$ cat src/rtl/move_queue_pkg.sv
// Shared constants and types for the move queue: command opcodes, entry layout,
// configuration reset values and parser state encoding.
package move_queue_pkg;
  localparam logic [7:0] OP_MOVE  = 8'h01;
  localparam logic [7:0] OP_DIV   = 8'h03;
  localparam logic [7:0] OP_USTEP = 8'h04;
  localparam logic [7:0] OP_FLUSH = 8'h05;

  localparam int ENTRY_W = 120;

  localparam logic [23:0] DIV_RST   = 24'd32;
  localparam logic [2:0]  USTEP_RST = 3'd1;

  typedef enum logic [1:0] {IDLE, W_DUR, W_INC, W_INCINC} parse_state_e;

  typedef struct packed {
    logic [23:0] dir;
    logic [31:0] dur;
    logic [31:0] inc;
    logic [31:0] incinc;
  } move_entry_t;
endpackage

$ cat src/rtl/move_fifo.sv
// Synchronous first-word-fall-through FIFO; flush has priority over push/pop and
// a push into a full FIFO is accepted only when a pop frees a slot that same cycle.
module move_fifo #(
  parameter int WIDTH = 120,
  parameter int DEPTH = 4
) (
  input  logic                       clk,
  input  logic                       reset,
  input  logic                       push,
  input  logic [WIDTH-1:0]           din,
  input  logic                       pop,
  input  logic                       flush,
  output logic [WIDTH-1:0]           dout,
  output logic                       valid,
  output logic                       full,
  output logic [$clog2(DEPTH):0]     count
);
  localparam int AW = (DEPTH > 1) ? $clog2(DEPTH) : 1;
  localparam int CW = $clog2(DEPTH) + 1;

  logic [WIDTH-1:0] r_mem [DEPTH];
  logic [AW-1:0]    r_rd, r_wr;
  logic [CW-1:0]    r_count;
  logic             w_pop, w_push;

  assign valid  = (r_count != '0);
  assign full   = (r_count == CW'(DEPTH));
  assign w_pop  = pop && valid;
  assign w_push = push && (!full || w_pop);
  assign dout   = r_mem[r_rd];
  assign count  = r_count;

  // Storage is cleared on reset so the head never shows X while empty.
  always_ff @(posedge clk) begin
    if (reset) begin
      r_rd    <= '0;
      r_wr    <= '0;
      r_count <= '0;
      for (int i = 0; i < DEPTH; i++) r_mem[i] <= '0;
    end else if (flush) begin
      r_rd    <= '0;
      r_wr    <= '0;
      r_count <= '0;
    end else begin
      if (w_push) begin
        r_mem[r_wr] <= din;
        r_wr        <= r_wr + AW'(1);
      end
      if (w_pop) r_rd <= r_rd + AW'(1);
      r_count <= r_count + CW'(w_push) - CW'(w_pop);
    end
  end
endmodule

$ cat src/rtl/move_queue.sv
// Command word parser feeding a FIFO of step-generator moves; also holds the
// clock divisor / microstep configuration and a sticky overflow flag.
module move_queue
  import move_queue_pkg::*;
#(
  parameter int DEPTH = 4
) (
  input  logic                   CLK,
  input  logic                   reset,
  input  logic                   word_received,
  input  logic [31:0]            word_data,
  input  logic                   move_ready,
  output logic                   move_valid,
  output logic [23:0]            move_dir,
  output logic [31:0]            move_duration,
  output logic [31:0]            move_increment,
  output logic [31:0]            move_incrementincrement,
  output logic [23:0]            clock_divisor,
  output logic [2:0]             microsteps,
  output logic [$clog2(DEPTH):0] queue_count,
  output logic                   overflow
);
  parse_state_e r_state, w_state;
  logic [23:0]  r_dir, r_clk_div;
  logic [31:0]  r_dur, r_inc;
  logic [2:0]   r_usteps;
  logic         r_overflow;
  logic [7:0]   w_hdr;
  logic         w_push, w_flush, w_pop, w_full, w_valid;
  move_entry_t  w_in, w_head;

  assign w_hdr = word_data[31:24];

  always_comb begin
    w_state = r_state;
    w_push  = 1'b0;
    w_flush = 1'b0;
    if (word_received) begin
      case (r_state)
        IDLE: begin
          if (w_hdr == OP_MOVE)       w_state = W_DUR;
          else if (w_hdr == OP_FLUSH) w_flush = 1'b1;
        end
        W_DUR:    w_state = W_INC;
        W_INC:    w_state = W_INCINC;
        W_INCINC: begin
          w_state = IDLE;
          w_push  = 1'b1;
        end
        default:  w_state = IDLE;
      endcase
    end
  end

  always_ff @(posedge CLK) begin
    if (reset) r_state <= IDLE;
    else       r_state <= w_state;
  end

  always_ff @(posedge CLK) begin
    if (reset) begin
      r_dir      <= '0;
      r_dur      <= '0;
      r_inc      <= '0;
      r_clk_div  <= DIV_RST;
      r_usteps   <= USTEP_RST;
      r_overflow <= 1'b0;
    end else begin
      if (word_received) begin
        case (r_state)
          IDLE: begin
            case (w_hdr)
              OP_MOVE:  r_dir     <= word_data[23:0];
              OP_DIV:   r_clk_div <= word_data[23:0];
              OP_USTEP: if (word_data[2:0] inside {3'd1, 3'd2, 3'd4}) r_usteps <= word_data[2:0];
              default: ;
            endcase
          end
          W_DUR:   r_dur <= word_data;
          W_INC:   r_inc <= word_data;
          default: ;
        endcase
      end
      // Only a move dropped for lack of space counts; a same-cycle pop makes room.
      if (w_flush)                         r_overflow <= 1'b0;
      else if (w_push && w_full && !w_pop) r_overflow <= 1'b1;
    end
  end

  // The final payload word goes straight into the entry without being registered.
  assign w_in  = {r_dir, r_dur, r_inc, word_data};
  assign w_pop = w_valid && move_ready;

  move_fifo #(.WIDTH(ENTRY_W), .DEPTH(DEPTH)) u_fifo (
    .clk   (CLK),
    .reset (reset),
    .push  (w_push),
    .din   (w_in),
    .pop   (w_pop),
    .flush (w_flush),
    .dout  (w_head),
    .valid (w_valid),
    .full  (w_full),
    .count (queue_count)
  );

  assign move_valid              = w_valid;
  assign move_dir                = w_head.dir;
  assign move_duration           = w_head.dur;
  assign move_increment          = w_head.inc;
  assign move_incrementincrement = w_head.incinc;
  assign clock_divisor           = r_clk_div;
  assign microsteps              = r_usteps;
  assign overflow                = r_overflow;
endmodule

$ cat config.mk
export PLATFORM = sky130hd
export DESIGN_NAME = move_queue
export DESIGN_NICKNAME = d
export VERILOG_FILES = /design/src/rtl/move_queue_pkg.sv /design/src/rtl/move_fifo.sv /design/src/rtl/move_queue.sv
export SDC_FILE = /design/constraint.sdc
export NUM_CORES = 1
export LEC_CHECK = 0
export ABC_CLOCK_PERIOD_IN_PS = 6200
export BUFFER_PORTS_ARGS = -buffer_cell sky130_fd_sc_hd__buf_4
export CAP_MARGIN = 15
export CORE_UTILIZATION = 55
export CTS_CLUSTER_DIAMETER = 60
export DETAILED_ROUTE_END_ITERATION = 8
export PLACE_DENSITY = 0.73
export SLEW_MARGIN = 20
export SYNTH_ARGS = -nofsm -noshare
export SYNTH_HDL_FRONTEND = slang
export SYNTH_SLANG_ARGS = --single-unit
$ cat constraint.sdc
create_clock -name CLK -period 6.2 [get_ports CLK]
set_input_delay 0.62 -clock CLK [delete_from_list [all_inputs] [get_ports CLK]]
set_output_delay 0.62 -clock CLK [all_outputs]
set_load 0.005 [all_outputs]
== Word level (Yosys, flattened, before mapping) ==
Memories as Yosys holds them, arrays and structs flattened. A register that Yosys moved wholly into a read port is not among the register bits.
Index checks and enable logic that the tools add are counted.
Word-level totals
  register bits: 125
  RAM bits: 480
  input port bits: 36
  output and inout port bits: 152
  word-level logic and storage cells: 65
  memories kept: 1
Memories
  u_fifo.r_mem: depth 4, width 120, rd ports 1, clocked after Yosys merged registers in 1, write ports 4, line move_fifo.sv:21  | logic [WIDTH-1:0] r_mem [DEPTH];
Operators by class
  $add $sub $neg: 4
  equal/unequal tests: 12
  muxes and demuxes: 19
  reduce and logical (&&, ||, !) cells: 19
Operator list (number)
  120-bit two-way mux: 1
  120-bit OR reduction: 1
  8-bit by 3-bit == test with 1-bit output (second input constant): 2
  1-bit two-way mux: 13
  8-bit by 1-bit == test with 1-bit output (second input constant): 1
  8-bit by 2-bit == test with 1-bit output (second input constant): 1
  2-bit two-way mux: 4
  2-bit case mux with 4 select lines: 1
  3-bit == test (second input constant): 2
  2-bit AND reduction: 3
  3-bit AND reduction: 2
  3-bit nonzero test: 2
  1-bit logical AND: 5
  2-bit by 1-bit adder with 2-bit output (second input constant): 2
  2-bit == test (second input constant): 2
  4-bit AND reduction: 1
  3-bit by 1-bit adder with 3-bit output: 1
  3-bit by 1-bit == test with 1-bit output (second input constant): 1
  3-bit by 2-bit == test with 1-bit output (second input constant): 1
  3-bit by 1-bit subtractor with 3-bit output: 1
  2-bit by 1-bit == test with 1-bit output (second input constant): 1
  1-bit logical NOT: 2
  2-bit logical NOT: 1
  2-bit != test (second input constant): 1
  2 further kinds: 2

== Longest topological paths before layout ==
Gate-level depths: netlist (run 1).
  word-level depth: 11
  depth in mapped cells: 8
  mapped depth without buffers: 7

== By module ==
A second synthesis (run 1) with hierarchy kept.
Unflattened totals
  cells, all modules: 1761
  area total of the unflattened synthesis: 25305.5 um^2
Modules (own cells, without submodules)
  move_fifo: instances 1, cells an instance 1210, area each 20996.4 um^2
  move_queue: instances 1, cells an instance 551, area each 4309.1 um^2

== Least setup slack after synthesis (run 1) ==
OpenSTA, ideal clock, no wires.
  path kind: input to register
  from: input word_data[25]
  to: memory u_fifo.r_mem[1][0] (enable)
  arrival: 4.483 ns
  data required time: 5.712 ns
  setup slack: 1.230 ns
  cell stages on the path: 6
  cells stage by stage: clkbuf_1 nand4b_1 nor4b_4 nor4_1 clkbuf_1 or2_1
RTL lines
  start: declaration: line move_queue.sv:11  | input logic [31:0] word_data,
  end: declaration: line move_fifo.sv:21

==> results of run 1 <==
## flip-flops by register name, summed over array words and instances (netlist names), named ones only
signal / flops
r_inc: 32
u_fifo.r_wr: 2
clock_divisor: 24
r_dur: 32
microsteps: 3
u_fifo.r_rd: 2
overflow: 1
u_fifo.r_mem: 480
r_dir: 24
u_fifo.count: 3
r_state: 2
## kinds of logic (layout without fill, tap and decap cells)
logic type / count (synthesis) / in the layout
compound gates: 103 / 103
xor+xnor: 7 / 7
fa+ha+maj: 8 / 8
buf+inv: 147 / 335
flops: 607 / 607
mux: 145 / 145
simple gates: 729 / 729
## final cells by class
cell class              count  share of cell area
flip-flops and latches    607               0.579
inverters                   7            0.000897
clock buffers              88              0.0611
clock inverters            26             0.00730
well taps                 600              0.0256
multi-input cells         992               0.269
repair buffers            214              0.0568
## how the worst min path moves through the flow
stage | startpoint | end | slack, ns | cells past startpoint
2_1_floorplan | r_dur[0]$_SDFFE_PP0P_ | r_dur[0]$_SDFFE_PP0P_ | 0.46 | 2
3_3_place_gp | overflow$_SDFFE_PP0P_ | overflow$_SDFFE_PP0P_ | 0.46 | 1
3_5_place_dp | overflow$_SDFFE_PP0P_ | overflow$_SDFFE_PP0P_ | 0.46 | 1
4_1_cts | word_data[27] | r_dur[27]$_SDFFE_PP0P_ | 0.26 | 3
5_1_grt | word_data[29] | r_inc[29]$_SDFFE_PP0P_ | 0.30 | 3
6_report | word_data[27] | r_dur[27]$_SDFFE_PP0P_ | 0.30 | 3
## worst register-to-register path, stage by stage (launching register included)
cell and delay, ns:
dfxtp_1 0.39, inv_1 0.10, ha_1 0.24, nand4b_1 0.20
nor4b_4 0.07, buf_4 0.28, nor4_2 0.34, buf_4 0.31
or2_4 0.82, buf_4 0.63
## through the flow
stage / cells / power [mW]
6_report: 2534 / 9.93
5_1_grt: 2534 / 10.2
4_1_cts: 2533 / 10.0
3_5_place_dp: 2419 / 6.40
3_3_place_gp: 2419 / 6.39
2_1_floorplan: 1746 / 5.59
## report_power, final
part	internal (mW)	switching, mW	leakage (nW)
Clock	2.12	1.52	0.993
Combinational	0.911	0.780	4.18
Sequential	4.50	0.0991	5.98
Total	7.53	2.40	11.1
## per-layer routing
layer  share of wire  up-vias  wire, microns  global-route usage
met5         0.00038        -             23                   0
met4           0.037        4           2260               0.109
met3           0.079      108           4830              0.0418
met2            0.49      632          30200               0.434
met1            0.39     7578          23900               0.354
li1                -     6667              -                   -
## synthesized netlist by cell type, types with 2 or more instances
cell,n
o21ai_0,25
mux2i_1,25
and2_1,339
a21o_1,3
nor3_1,32
clkbuf_1,114
nand3_1,3
xor2_1,3
dfxtp_1,127
nor4_1,4
or2_1,2
and3_1,120
ha_1,7
buf_1,19
or4_1,2
edfxtp_1,480
buf_2,7
nand2_1,134
xnor2_1,4
mux4_2,120
nand2b_1,28
nor2_1,32
a21oi_1,69
inv_1,7
nand3b_1,24
==> impl_metrics.json, run 1 <==
{
  "drv_cap": 0,
  "layout_common_cells": "edfxtp_1 (480), and2_1 (339), buf_4 (210)",
  "synth_nets": 1790,
  "yosys_register_bits": 607,
  "port-buffer-count": 187,
  "gr-total-overflow": 0,
  "grt_start_max_net_pins": 111,
  "routed_wl_mm": 61.2,
  "cts.htree.levels": 2,
  "reg2reg_slack_ns": 2.43,
  "maxSlewHeadroom": 0.295,
  "wl_per_cell_microns": 24.2,
  "nets": 1926,
  "ff_latch_area_sq_mm": 0.0170,
  "synthMuxAreaShare": 0.116,
  "track_usage": 0.264,
  "gp_congestion": 0.755,
  "crit_slowest_cell": "or2_4",
  "hold_viol": 0,
  "synth_largest_area_cell": "edfxtp_1",
  "synth-xor-area-share": 0.00242,
  "timing.final.crit_share": 0.608,
  "cp.required_ns": 6.45,
  "cts-root-buf": "clkbuf_16",
  "core_sq_mm": 0.0454,
  "n_antenna_cell": 0,
  "cts_setup_buffers": 0,
  "cp_slowest_stage_delay_ns": 0.82,
  "worstHoldPathType": "input port to flop",
  "num_vias": 15000,
  "post-route-drc-count": 0,
  "fill_cells": 3305,
  "cp_num_buf_inv": 4,
  "synth_edf_count": 480,
  "clk_latency_ns": 0.62,
  "worst_pin_slew_ns": 1.06,
  "cts_tree": "built",
  "synth_compound_area_frac": 0.0215,
  "path_delay_family": "simple AND/OR/NAND/NOR gates",
  "syn_area_sq_mm": 0.0254,
  "cts_sinks": 607,
  "synth-seq-area-share": 0.669,
  "holdWs_ns": 0.300,
  "cts_buffers": 60,
  "synth_top_area_share": 0.568,
  "setup.worst_path.class": "flop to flop",
  "worstReg2RegEnd": "u_fifo.r_mem[1][108]$_SDFFCE_PN0P_",
  "synth_top_family_by_area": "simple AND/OR/NAND/NOR gates",
  "final_util": 0.646,
  "slew_viol_final": 0,
  "worstSetupStartpointType": "flop",
  "fin_tns_setup_ns": 0,
  "ys_types": 41,
  "status": "complete, no violations",
  "end_kind": "flop",
  "fin_skew_ns": 0.0129,
  "ir_drop_mv": 0.193,
  "grt_setup_unrepaired": "no",
  "cp_cell_sequence": "inv_1, ha_1, nand4b_1, nor4b_4, buf_4, nor4_2, buf_4, or2_4, buf_4",
  "period_needed_ns": 3.77,
  "hold_buffers": 0,
  "fmax_ghz": 0.265,
  "synth_area_leaders": "edfxtp_1 (57%), mux4_2 (11%), dfxtp_1 (10%), and2_1 (8.4%), and3_1 (3.0%)",
  "ant_nets": 0,
  "synth_flop_cell": "edfxtp_1",
  "postLayoutCellArea_sq_mm": 0.0293,
  "r2r_cells": 9,
  "finalWorstSetupSlack_ns": 2.43,
  "rows": 78,
  "hpwl_mm": 34.1,
  "leakage_nw": 11.1,
  "die_x_microns": 217,
  "area_growth_pct": 15.6,
  "grt_first_pass_wirelength_mm": 91.9,
  "critPathMaxFanout": 55,
  "synth-warning-count": 0,
  "grt_pass1_vias": 15100,
  "viasPerCell": 5.92,
  "firstDrtPassIters": 7,
  "initial_core_util": 0.559,
  "synthSimpleGateAreaFrac": 0.164,
  "io_pins": 188,
  "multiInputGateArea_sq_mm": 0.00790,
  "dpl_worst_slack_ns": 2.26,
  "critical_path.most_common_cell": "buf_4",
  "cp.depth": 9,
  "final_common_cell": "edfxtp_1",
  "dieArea_sq_mm": 0.0470,
  "post_dp_cell_area_sq_mm": 0.0273,
  "powerDensity_mw_per_mm2": 339,
  "path_clk_slew_ns": 0.06,
  "post_synth_fa_ha_maj_area_fraction": 0.00424,
  "avgSynthCellArea_sq_um": 14.5,
  "cts_resized": 0,
  "die_height_microns": 217,
  "setup_viol": 0,
  "crit_end": "u_fifo.r_mem[1][108]$_SDFFCE_PN0P_",
  "synthCells": 1746,
  "clockBufferDepth": 3,
  "arrival_ns": 4.02,
  "antenna_found_initial": 2,
  "async_flop_share": 0,
  "r2r_start": "r_state[0]$_SDFFE_PP0P_",
  "initialDrtViolationCount": 1366,
  "crit_start": "r_state[0]$_SDFFE_PP0P_",
  "drive_above_1_share": 0.229
}
Note: power is estimated with default switching activity, not from simulation.
==> run 2: changes to the inputs <==
--- a/config.mk
+++ b/config.mk
@@ -5,13 +5,13 @@
 export SDC_FILE = /design/constraint.sdc
 export NUM_CORES = 1
 export LEC_CHECK = 0
-export ABC_CLOCK_PERIOD_IN_PS = 6200
+export ABC_CLOCK_PERIOD_IN_PS = 3400
 export BUFFER_PORTS_ARGS = -buffer_cell sky130_fd_sc_hd__buf_4
 export CAP_MARGIN = 15
-export CORE_UTILIZATION = 55
+export CORE_UTILIZATION = 54
 export CTS_CLUSTER_DIAMETER = 60
 export DETAILED_ROUTE_END_ITERATION = 8
-export PLACE_DENSITY = 0.73
+export PLACE_DENSITY = 0.75
 export SLEW_MARGIN = 20
 export SYNTH_ARGS = -nofsm -noshare
 export SYNTH_HDL_FRONTEND = slang
==> constraint.sdc (replaced) <==
create_clock -name CLK -period 3.4 [get_ports CLK]
set_input_delay 0.34 -clock CLK [delete_from_list [all_inputs] [get_ports CLK]]
set_output_delay 0.34 -clock CLK [all_outputs]
set_load 0.005 [all_outputs]
==> run 2 against run 1 <==
Compared with the run above: setup slack worse by 1.9 ns; total power is 83% higher; final cell count is 0.63% higher; sequential power is 83% higher; global-route usage is 0.088 points higher; highest routed layer is now met4; sequential share of layout area is 0.36 points lower; core utilization is 1.1 points lower; count of clock-buffer cells in the layout stayed put.
==> impl_metrics.json, run 2 (synthesized netlist as in run 1, its figures left out) <==
{
  "status": "complete, no violations",
  "die_x_microns": 219,
  "drive_above_1_share": 0.233,
  "rows": 79,
  "setup.worst_path.class": "flop to output port",
  "largest-register": "u_fifo.r_mem",
  "hp-start": "word_data[28]",
  "worstReg2RegEnd": "u_fifo.r_mem[1][62]$_SDFFCE_PN0P_",
  "timing.final.crit_share": 0.842,
  "r2r_start": "r_state[0]$_SDFFE_PP0P_",
  "clockBufferDepth": 3,
  "firstDrtPassIters": 8,
  "area_growth_pct": 16.3,
  "seqPwrFrac": 0.464,
  "r2r_cells": 7,
  "holdPathEnd": "r_inc[28]$_SDFFE_PP0P_",
  "slew_viol_final": 0,
  "nets": 1937,
  "dieArea_sq_mm": 0.0478,
  "p_int_mw": 13.8,
  "gp_congestion": 0.789,
  "hpwl_mm": 36.1,
  "ant_nets": 0,
  "fin_tns_setup_ns": 0,
  "holdWs_ns": 0.0406,
  "cts-root-buf": "clkbuf_16",
  "critPathMaxFanout": 26,
  "worstSetupStartpointType": "flop",
  "arrival_ns": 2.52,
  "worstHoldPathType": "input port to flop",
  "cts_sinks": 607,
  "antenna_found_initial": 1,
  "grt-busiest-layer": "met2",
  "power_frac_clock": 0.361,
  "maxSlewHeadroom": 0.359,
  "grt_setup_unrepaired": "no",
  "post_dp_cell_area_sq_mm": 0.0275,
  "initialDrtViolationCount": 1426,
  "cp.required_ns": 3.06,
  "reg2reg_slack_ns": 0.66,
  "routed_wl_mm": 62.4,
  "finalWorstSetupSlack_ns": 0.537,
  "largest_reg_flops": 480,
  "num_vias": 15100,
  "final_util": 0.635,
  "use_met2": 0.428,
  "end_kind": "output port",
  "setup_viol": 0,
  "period_needed_ns": 2.86,
  "viasPerCell": 5.91,
  "hold_depth": 3,
  "cts.htree.levels": 2,
  "p_switching_mw": 4.36,
  "worst_pin_slew_ns": 0.961,
  "comb_power_share": 0.174,
  "io_pins": 188,
  "track_usage": 0.265,
  "cts_tree": "built",
  "reg_top3": "u_fifo.r_mem: 480 flops, r_dur: 32 flops, r_inc: 32 flops",
  "layout_common_cells": "edfxtp_1 (480), and2_1 (338), buf_4 (210)",
  "drv_cap": 0,
  "hold_buffers": 0,
  "cts_buffers": 59,
  "grt_start_max_net_pins": 138,
  "dpl_worst_slack_ns": 0.477,
  "cts_setup_buffers": 0,
  "hold_viol": 0,
  "post-route-drc-count": 0,
  "die_height_microns": 219,
  "powerDensity_mw_per_mm2": 615,
  "met1_usage": 0.361,
  "use_met3": 0.0547,
  "leakage_nw": 11.2,
  "wl_per_cell_microns": 24.5,
  "fmax_ghz": 0.349,
  "grt_first_pass_wirelength_mm": 93.0,
  "ir_drop_mv": 0.432,
  "path_clk_slew_ns": 0.06,
  "clk_latency_ns": 0.62,
  "swShare": 0.240,
  "gr-total-overflow": 0,
  "initial_core_util": 0.546,
  "fin_skew_ns": 0.0234,
  "cts_resized": 0,
  "postLayoutCellArea_sq_mm": 0.0295,
  "grt_pass1_vias": 15000,
  "core_sq_mm": 0.0465,
  "final_common_cell": "edfxtp_1",
  "port-buffer-count": 187
}
## run 2: worst max-delay path, cell delays in order, from the launching register on
cell	delay (ns)
dfxtp_4	0.77
buf_4	0.37
mux4_2	0.59
buf_4	0.16
## run 2: power by group through the flow
stage	registers [mW]	clock network [mW]	logic [mW]
after global routing	8.45	6.90	3.37
after CTS	8.43	6.61	3.23
final	8.42	6.55	3.16
after global placement	8.57	0	3.21
after floorplan	8.42	0	1.75
after detailed placement	8.59	0	3.20
## run 2: final cells by class
cell class	count	area, sq um
Sequential cell	607	17000
Clock buffer	88	1700
Inverter	7	26.3
Multi-Input combinational cell	992	7900
Timing Repair Buffer	226	1900
Antenna cell	1	2.50
Clock inverter	22	244
Fill cell	3345	17000
Tap cell	607	759
## run 2: stage by stage
stage,instances,power [mW]
floorplan,1746,10.2
global placement,2439,11.8
detailed placement,2439,11.8
CTS,2549,18.3
global route,2549,18.7
finish,2550,18.1
## run 2: how the worst max path moves through the flow
stage / startpoint / to / slack, ns / depth (start not counted)
final: flop / move_increment[4] / 0.54 / 3
after global routing: flop / move_increment[4] / 0.40 / 3
after CTS: flop / move_increment[4] / 0.47 / 3
after detailed placement: word_data[28] / u_fifo.r_mem[3][58]$_DFFE_PP_ / 0.48 / 6
after global placement: word_data[28] / u_fifo.r_mem[3][33]$_DFFE_PP_ / 0.54 / 6
after floorplan: reset / u_fifo.r_mem[3][0]$_DFFE_PP_ / 0.19 / 4
## run 2: per-layer routing
metal / wire length, microns / part of all wire / vias up
met5: 0 / 0 / -
met4: 1670 / 0.027 / 0
met3: 6070 / 0.097 / 98
met2: 30500 / 0.49 / 682
met1: 24200 / 0.39 / 7609
li1: - / - / 6681
==> run 3: changes to the inputs <==
--- a/config.mk
+++ b/config.mk
@@ -5,7 +5,7 @@
 export SDC_FILE = /design/constraint.sdc
 export NUM_CORES = 1
 export LEC_CHECK = 0
-export ABC_CLOCK_PERIOD_IN_PS = 3400
+export ABC_CLOCK_PERIOD_IN_PS = 2400
 export BUFFER_PORTS_ARGS = -buffer_cell sky130_fd_sc_hd__buf_4
 export CAP_MARGIN = 15
 export CORE_UTILIZATION = 54
==> constraint.sdc (replaced) <==
create_clock -name CLK -period 2.4 [get_ports CLK]
set_input_delay 0.24 -clock CLK [delete_from_list [all_inputs] [get_ports CLK]]
set_output_delay 0.24 -clock CLK [all_outputs]
set_load 0.005 [all_outputs]
==> run 3 against run 2 <==
Compared with the run above: the run now ends with negative setup slack left; sequential power up 40%; sequential share of layout area fell by 2.0 points; wire length up 3.7%; combinational power rose by 61%; critical endpoint is now move_duration[8]; clock power grew 45%; core utilization grew 2.2 points.
==> impl_metrics.json, run 3 (synthesized netlist as in run 1, its figures left out) <==
{
  "fmax_ghz": 0.410,
  "total_power_mw": 26.4,
  "gp_congestion": 0.790,
  "initialDrtViolationCount": 1710,
  "drv_cap": 0,
  "hold_viol": 0,
  "grt_start_max_net_pins": 82,
  "maxSlewHeadroom": 0.418,
  "worst_pin_slew_ns": 0.873,
  "setup_viol": 14,
  "ant_nets": 0,
  "fill_cells": 3296,
  "nets": 2005,
  "powerDensity_mw_per_mm2": 864,
  "cts.htree.levels": 2,
  "dieArea_sq_mm": 0.0478,
  "fin_skew_ns": 0.0325,
  "initial_core_util": 0.546,
  "end_kind": "output port",
  "die_x_microns": 219,
  "cp_slowest_stage_delay_ns": 0.64,
  "antenna_found_initial": 1,
  "dp.cells": 2466,
  "path_delay_family": "multiplexers",
  "status": "finished, violations left",
  "largest_reg_flops": 480,
  "largest-register": "u_fifo.r_mem",
  "worstHoldPathType": "input port to flop",
  "num_vias": 15600,
  "cp.required_ns": 2.16,
  "cts_sinks": 607,
  "clk_latency_ns": 0.64,
  "crit_slowest_cell": "mux4_2",
  "wl_per_cell_microns": 24.7,
  "dpl_worst_slack_ns": -0.0435,
  "worstSetupStartpointType": "flop",
  "grt_pass1_vias": 15500,
  "arrival_ns": 2.20,
  "slew_viol_final": 0,
  "hpwl_mm": 37.8,
  "cp_cell_sequence": "buf_16, mux4_2, buf_6",
  "period_needed_ns": 2.44,
  "layout_common_cells": "edfxtp_1 (480), and2_1 (339), buf_4 (198)",
  "violations": "negative setup slack",
  "cts-root-buf": "clkbuf_16",
  "final_cells": 2620,
  "grt_setup_unrepaired": "yes",
  "cp_num_buf_inv": 2,
  "firstDrtPassIters": 5,
  "io_pins": 188,
  "timing.final.crit_share": 1.02,
  "cts_buffers": 60,
  "rows": 79,
  "port-buffer-count": 187,
  "setup.worst_path.class": "flop to output port",
  "routed_wl_mm": 64.7,
  "track_usage": 0.273,
  "post-route-drc-count": 0,
  "ir_drop_mv": 0.592,
  "final_common_cell": "edfxtp_1",
  "viasPerCell": 5.94,
  "core_sq_mm": 0.0465,
  "area_growth_pct": 20.4,
  "path_clk_slew_ns": 0.06,
  "gr-total-overflow": 0,
  "cts_tree": "built",
  "reg_top3": "u_fifo.r_mem: 480 flops, r_dur: 32 flops, r_inc: 32 flops",
  "drive_above_1_share": 0.243,
  "leakage_nw": 11.7,
  "grt_first_pass_wirelength_mm": 95.7,
  "die_height_microns": 219,
  "critPathMaxFanout": 32,
  "clockBufferDepth": 3,
  "finalWorstSetupSlack_ns": -0.0364
}
run 3: changes by cell type in the layout (fill, tap and decap cells not counted), sizes merged:
cell,change
buf,+31
dlygate4sd3,+35
bufinv,+2
clkinvlp,-1
clkinv,+4
clkbuf,-1
run 3: power breakdown:
group          internal [mW]  total [mW]  switching, mW  leakage, nW
clock network           5.60        9.51           3.91        0.981
registers               11.6        11.8          0.145         5.98
logic                   2.78        5.09           2.30         4.72
total                   20.0        26.4           6.36         11.7
run 3: worst register-to-register path: cells and delay by family, from the launching register on:
family / cells / cell delay (ns)
simple gates: 4 / 0.94
fa+ha+maj: 1 / 0.17
flops: 1 / 0.36
buf+inv: 3 / 0.48
run 3: area by class of cell:
class	count	area (sq um)	share of cell area
multi-input combinational	992	7940	0.260
clock buffer	86	1680	0.0550
sequential	607	17000	0.556
inverter	7	26.3	0.000861
timing repair buffer	293	2830	0.0928
antenna	1	2.50	0.0000820
clock inverter	27	320	0.0105
tap	607	759	0.0249
run 3: timing repair:
item	in CTS	in global routing
endpoints found under the setup margin	112	67
gates cloned	0	2
hold endpoints to repair	101	0
setup buffers	1	2
gates resized for setup	16	15
hold buffers	35	0
run 3: routing by layer:
layer  up-vias  GRT usage  part of all wire
li1       6822          -                 -
met1      8008      0.371              0.39
met2       637      0.452              0.50
met3       105     0.0438             0.080
met4         0     0.0880             0.027
met5         -          0                 0
run 3: per-stage QoR:
stage                     TNS (ns)   util  hold WS [ns]  area (sq um)
final                       -0.221  0.657        0.0434         30500
after global routing         -1.55  0.657        0.0371         30500
after CTS                   -0.595  0.654        0.0114         30400
after detailed placement     -5.98  0.602         0.476         28000
after global placement       -2.71  0.602         0.463         28000
after floorplan             -73.85      -         0.369         25400
run 3: final timing paths:
check	start	end	slack, ns	cells past startpoint
max reg2reg	r_state[0]$_SDFFE_PP0P_	u_fifo.r_mem[2][116]$_SDFFCE_PN0P_	0.13	8
min reg2reg	r_inc[5]$_SDFFE_PP0P_	r_inc[5]$_SDFFE_PP0P_	0.48	2
max	flop	move_duration[8]	-0.04	3
min	word_data[2]	r_dur[2]$_SDFFE_PP0P_	0.04	3
